**config.mk**
```make
export PLATFORM = sky130hd
export DESIGN_NAME = gt_share_arb
export DESIGN_NICKNAME = d
export VERILOG_FILES = /design/src/rtl/gt_share_arb.sv
export SDC_FILE = /design/constraint.sdc
export NUM_CORES = 1
export LEC_CHECK = 0
export CAP_MARGIN = 20
export CORE_MARGIN = 5
export CORE_UTILIZATION = 38
export CTS_CLUSTER_SIZE = 20
export DETAILED_ROUTE_END_ITERATION = 16
export GPL_ROUTABILITY_DRIVEN = 0
export GPL_TIMING_DRIVEN = 0
export PLACE_DENSITY_LB_ADDON = 0.25
export SYNTH_ARGS = -nofsm -noshare
export SYNTH_HDL_FRONTEND = slang
export SYNTH_SLANG_ARGS = --single-unit
```
**constraint.sdc**
```tcl
create_clock -name clk -period 1.65 [get_ports clk]
set_clock_uncertainty 0.05 [all_clocks]
set_input_delay 0.4125 -clock clk [delete_from_list [all_inputs] [get_ports clk]]
set_output_delay 0.4125 -clock clk [all_outputs]
set_load 0.01 [all_outputs]
```
**src/rtl/gt_share_arb.sv**
```systemverilog
// gt_share_arb: round-robin arbiter that time-shares a single 4-bit
// unsigned greater-than comparator among NREQ requesters. A granted
// request is registered, compared in the next cycle, and its result is
// presented on one response channel with backpressure.
// Optional macro GT_SHARE_ARB_EQ_EN adds the rsp_aeqb equality output.

module gt_4bit (
    input  logic [3:0] i_a,
    input  logic [3:0] i_b,
    output logic       o_gt
);
    assign o_gt = (i_a > i_b);
endmodule

module gt_share_arb #(
    parameter int NREQ = 4,
    parameter int IDW  = 2
) (
    input  logic              clk,
    input  logic              rst_n,
    input  logic [NREQ-1:0]   req_valid,
    input  logic [4*NREQ-1:0] req_a,
    input  logic [4*NREQ-1:0] req_b,
    output logic [NREQ-1:0]   req_ready,
    output logic              rsp_valid,
    input  logic              rsp_ready,
    output logic [IDW-1:0]    rsp_id,
`ifdef GT_SHARE_ARB_EQ_EN
    output logic              rsp_aeqb,
`endif
    output logic              rsp_agtb
);

    typedef enum logic [1:0] {
        IDLE    = 2'd0,
        COMPARE = 2'd1,
        RESPOND = 2'd2
    } state_t;

    state_t           r_state;
    state_t           w_state_nxt;
    logic [IDW-1:0]   r_ptr;
    logic [3:0]       r_a_q;
    logic [3:0]       r_b_q;
    logic [IDW-1:0]   r_id_q;
    logic             r_rsp_valid;
    logic [IDW-1:0]   r_rsp_id;
    logic             r_rsp_agtb;
`ifdef GT_SHARE_ARB_EQ_EN
    logic             r_rsp_aeqb;
`endif

    logic [IDW:0]     w_sum;
    logic [IDW-1:0]   w_win;
    logic             w_found;
    logic [NREQ-1:0]  w_req_ready;
    logic             w_accept;
    logic             w_done;
    logic             w_gt;
    logic [IDW+1:0]   w_base;

    // Round-robin search: first valid requester at or after r_ptr, wrapping.
    always_comb begin
        w_found = 1'b0;
        w_win   = '0;
        w_sum   = '0;
        for (int k = 0; k < NREQ; k++) begin
            w_sum = {1'b0, r_ptr} + (IDW+1)'(k);
            if (w_sum >= (IDW+1)'(NREQ)) begin
                w_sum = w_sum - (IDW+1)'(NREQ);
            end
            if (!w_found && req_valid[w_sum[IDW-1:0]]) begin
                w_found = 1'b1;
                w_win   = w_sum[IDW-1:0];
            end
        end
    end

    // Next-state and handshake decode; grants are suppressed while in reset.
    always_comb begin
        w_state_nxt = r_state;
        w_req_ready = '0;
        w_accept    = 1'b0;
        w_done      = 1'b0;
        case (r_state)
            IDLE: begin
                if (w_found && rst_n) begin
                    w_req_ready = NREQ'(1) << w_win;
                    w_accept    = 1'b1;
                    w_state_nxt = COMPARE;
                end
            end
            COMPARE: begin
                w_state_nxt = RESPOND;
            end
            RESPOND: begin
                if (rsp_ready) begin
                    w_done      = 1'b1;
                    w_state_nxt = IDLE;
                end
            end
            default: begin
                w_state_nxt = IDLE;
            end
        endcase
    end

    assign w_base = {w_win, 2'b00};

    gt_4bit u_gt (
        .i_a  (r_a_q),
        .i_b  (r_b_q),
        .o_gt (w_gt)
    );

    // State register.
    always_ff @(posedge clk or negedge rst_n) begin
        if (!rst_n) begin
            r_state <= IDLE;
        end else begin
            r_state <= w_state_nxt;
        end
    end

    // Operand capture on grant and round-robin pointer advance on completion.
    always_ff @(posedge clk or negedge rst_n) begin
        if (!rst_n) begin
            r_a_q  <= '0;
            r_b_q  <= '0;
            r_id_q <= '0;
            r_ptr  <= '0;
        end else begin
            if (w_accept) begin
                r_a_q  <= req_a[w_base +: 4];
                r_b_q  <= req_b[w_base +: 4];
                r_id_q <= w_win;
            end
            if (w_done) begin
                r_ptr <= (r_id_q == IDW'(NREQ-1)) ? '0 : r_id_q + 1'b1;
            end
        end
    end

    // Response registers: loaded in COMPARE, held through RESPOND.
    always_ff @(posedge clk or negedge rst_n) begin
        if (!rst_n) begin
            r_rsp_valid <= 1'b0;
            r_rsp_id    <= '0;
            r_rsp_agtb  <= 1'b0;
`ifdef GT_SHARE_ARB_EQ_EN
            r_rsp_aeqb  <= 1'b0;
`endif
        end else begin
            if (r_state == COMPARE) begin
                r_rsp_valid <= 1'b1;
                r_rsp_id    <= r_id_q;
                r_rsp_agtb  <= w_gt;
`ifdef GT_SHARE_ARB_EQ_EN
                r_rsp_aeqb  <= (r_a_q == r_b_q);
`endif
            end else if (w_done) begin
                r_rsp_valid <= 1'b0;
            end
        end
    end

    assign req_ready = w_req_ready;
    assign rsp_valid = r_rsp_valid;
    assign rsp_id    = r_rsp_id;
    assign rsp_agtb  = r_rsp_agtb;
`ifdef GT_SHARE_ARB_EQ_EN
    assign rsp_aeqb  = r_rsp_aeqb;
`endif

endmodule

```
==> metrics.cfg <==
[worst_setup_path]
endpoint = req_ready[0]
crit_start = r_ptr[0]$_DFFE_PN0P_
cp.required_ns = 1.19
cp_cell_sequence = and2b_4, o21ai_4, o211ai_2, buf_12, and3_4, buf_6
startpoint_type = register
r2r_cells = 9
path_delay_family = flip-flops
reg2reg_slack_ns = -0.34
path_depth = 6
rr_startpoint = r_ptr[0]$_DFFE_PN0P_
r2r_end = r_a_q[0]$_DFFE_PN0P_
critPathMaxFanout = 3
crit_type = reg2out
cp.buffers_inverters = 2
crit_path_top_delay_cell = dfrtp_1
cp_data_arrival_time_ns = 1.68
cpPeakStageDelay_ns = 0.42
end_kind = primary output

[place]
pre_cts_slack_ns = -1.68
dpl.cell_count = 189
dpl.hpwl_um = 2190
place.port_buffers = 46

[drt]
ant_nets = 0
wl_per_cell_um = 15.0
firstDrtPassIters = 4
viasPerCell = 5.27
drc = 0
dr_total_vias = 1118
drtIter0Drc = 25
routed_wl_um = 3180

[grt]
grt_overflow_total = 0
met1_usage_pct = 19.1
use_met2_pct = 28.0
grt_pass1_wl_um = 5200
antenna_found_initial = 0
track_usage_pct = 15.6
grtUsageMet3_pct = 2.22
first_global_vias = 1183
grt_max_degree = 19
top_usage_layer = met2

[die]
fp.dieArea_mm2 = 0.00425
coreArea_mm2 = 0.00298
die_w_um = 65.2
ios = 47
initial_core_util_pct = 38.8
die_h_um = 65.2
rows = 20

[yosys]
synth_top_area_share_pct = 39.0
ys_types = 32
ys_seq_elements = 18
synthArstFlopShare_pct = 100
avgSynthCellArea_um2 = 10.5
yosys.area.top_type = dfrtp_1
seq_area_frac_synth_pct = 39.0
ys.flop_type = dfrtp_1
synth_edf_count = 0
synth_most_common_cell = dfrtp_1
yosysWarnings = 0
syn_nets = 154
synth_area_leaders = dfrtp_1 (39%), mux2i_1 (14%), o221ai_1 (6.8%)
synth_area_mm2 = 0.00116
synth_top_cells_by_count = dfrtp_1 (18), mux2i_1 (16), nand2_1 (14)
netlist_instances = 110

[sta]
hold_slack_ns = 0.438
period_share_pct = 130
min_period_ns = 2.15
setup_ws_ns = -0.496
hold_viol_final = 0
slew_headroom_pct = 45.7
max_freq_mhz = 466
finalMaxSlewViolations = 0
worst_pin_slew_ns = 0.812
rsz0062_at_grt = yes
setup_viol = 12

[final_layout]
layout.cells.non_filler = 212
drive_above_1_share_pct = 32.4
multi_input_area_um2 = 713
layout.nets = 224
diodes = 0
final-seq-area_um2 = 450
area_growth_pct = 68.3
n_fill_cell = 236
final_util_pct = 65.3

[status]
status = finished, violations left
violations = setup timing

[clocking]
cts.path.max_buffers = 2
cts-root-buf = clkbuf_4
clock_sinks = 18
cts_tree = built
clk_pin_slew_worst_paths_ns = 0.10
htree_levels = 1
cts_made_buffers = 3
insertion_delay_ns = 0.29

[power]
p_per_area_mw_per_mm2 = 1460
irDropWorstVdd_v = 0.000682
leakagePower_nw = 0.918

[worst_hold_path]
hp-class = in2reg

[run]
drv_cap = 0

## metal layers
metal / routed length [um] / up-vias
met1: 1330 / 527
met4: 77 / 0
met2: 1660 / 43
met5: 0 / -
met3: 114 / 9
li1: - / 539
## power by group
group | total, mW | internal [mW] | leakage [nW] | switching [mW]
Clock | 0.269 | 0.135 | 0.0210 | 0.134
Combinational | 1.79 | 1.01 | 0.673 | 0.778
Sequential | 0.794 | 0.648 | 0.224 | 0.146
## registers in the layout (all words and copies together), names as in the netlist
register   cells
rsp_agtb       1
r_a_q          4
rsp_id         2
r_ptr          2
r_state        2
r_b_q          4
r_id_q         2
rsp_valid      1
## layout by cell type, fill, tap and decap left out, drive strengths merged, types with 2 or more instances in the layout
cell type       n
o221ai          9
nor2b           3
ha              5
clkdlybuf4s50  33
mux2            3
nand2b          2
dfrtp          18
o21a            3
nand2          15
mux2i          16
buf            29
inv             9
clkbuf          4
a21oi           3
nor2            2
o21ai           5
dlygate4sd2     4
or2             2
## worst min path at each step
stage / startpoint / endpoint / slack, ns / cells past startpoint
finish: rst_n / r_state[0]$_DFFE_PN0P_ / 0.44 / 4
global route: rst_n / r_state[0]$_DFFE_PN0P_ / 0.43 / 4
CTS: rst_n / r_state[0]$_DFFE_PN0P_ / 0.43 / 4
detailed placement: r_b_q[1]$_DFFE_PN0P_ / r_b_q[1]$_DFFE_PN0P_ / 0.43 / 2
global placement: rsp_agtb$_DFFE_PN0P_ / rsp_agtb$_DFFE_PN0P_ / 0.42 / 2
floorplan: rst_n / r_a_q[0]$_DFFE_PN0P_ / 0.07 / 0
## tightest hold or removal path, stage by stage
cell      delay, ns
buf_4          0.13
o311ai_4       0.06
buf_4          0.11
inv_2          0.04
## final cells by class
cell class                      count  area share, %
Multi-Input combinational cell     79           36.7
Inverter                            9           1.74
Clock buffer                        4           1.86
Tap cell                           33           2.12
Sequential cell                    18           23.2
Buffer                              2           1.61
Timing Repair Buffer               67           32.9
## through the flow
stage / power [mW] / TNS, ns / cell area, um^2
5_1_grt: 3.06 / -5.25 / 1950
3_5_place_dp: 2.14 / -15.44 / 1680
2_1_floorplan: 1.70 / -0.348 / 1180
6_report: 2.85 / -4.31 / 1950
3_3_place_gp: 2.08 / -15.01 / 1680
4_1_cts: 2.78 / -4.46 / 1910
## logic make-up (layout without fill, tap and decap cells)
family	Yosys count	in the layout	synth area share, %
mux	19	19	16.8
buf+inv	13	82	7.03
compound gates	25	25	17.8
fa+ha+maj	5	5	5.41
simple gates	30	30	14.1
flops	18	18	39.0
## repair_timing
item	4_1_cts	5_1_grt
gates cloned	1	0
hold buffers	1	0
buffers inserted	17	2
endpoints found under the setup margin	18	14
endpoints found under the hold margin	18	0
pin swaps	13	4
resized for setup	55	8
Power figures use the tool's default switching activity.
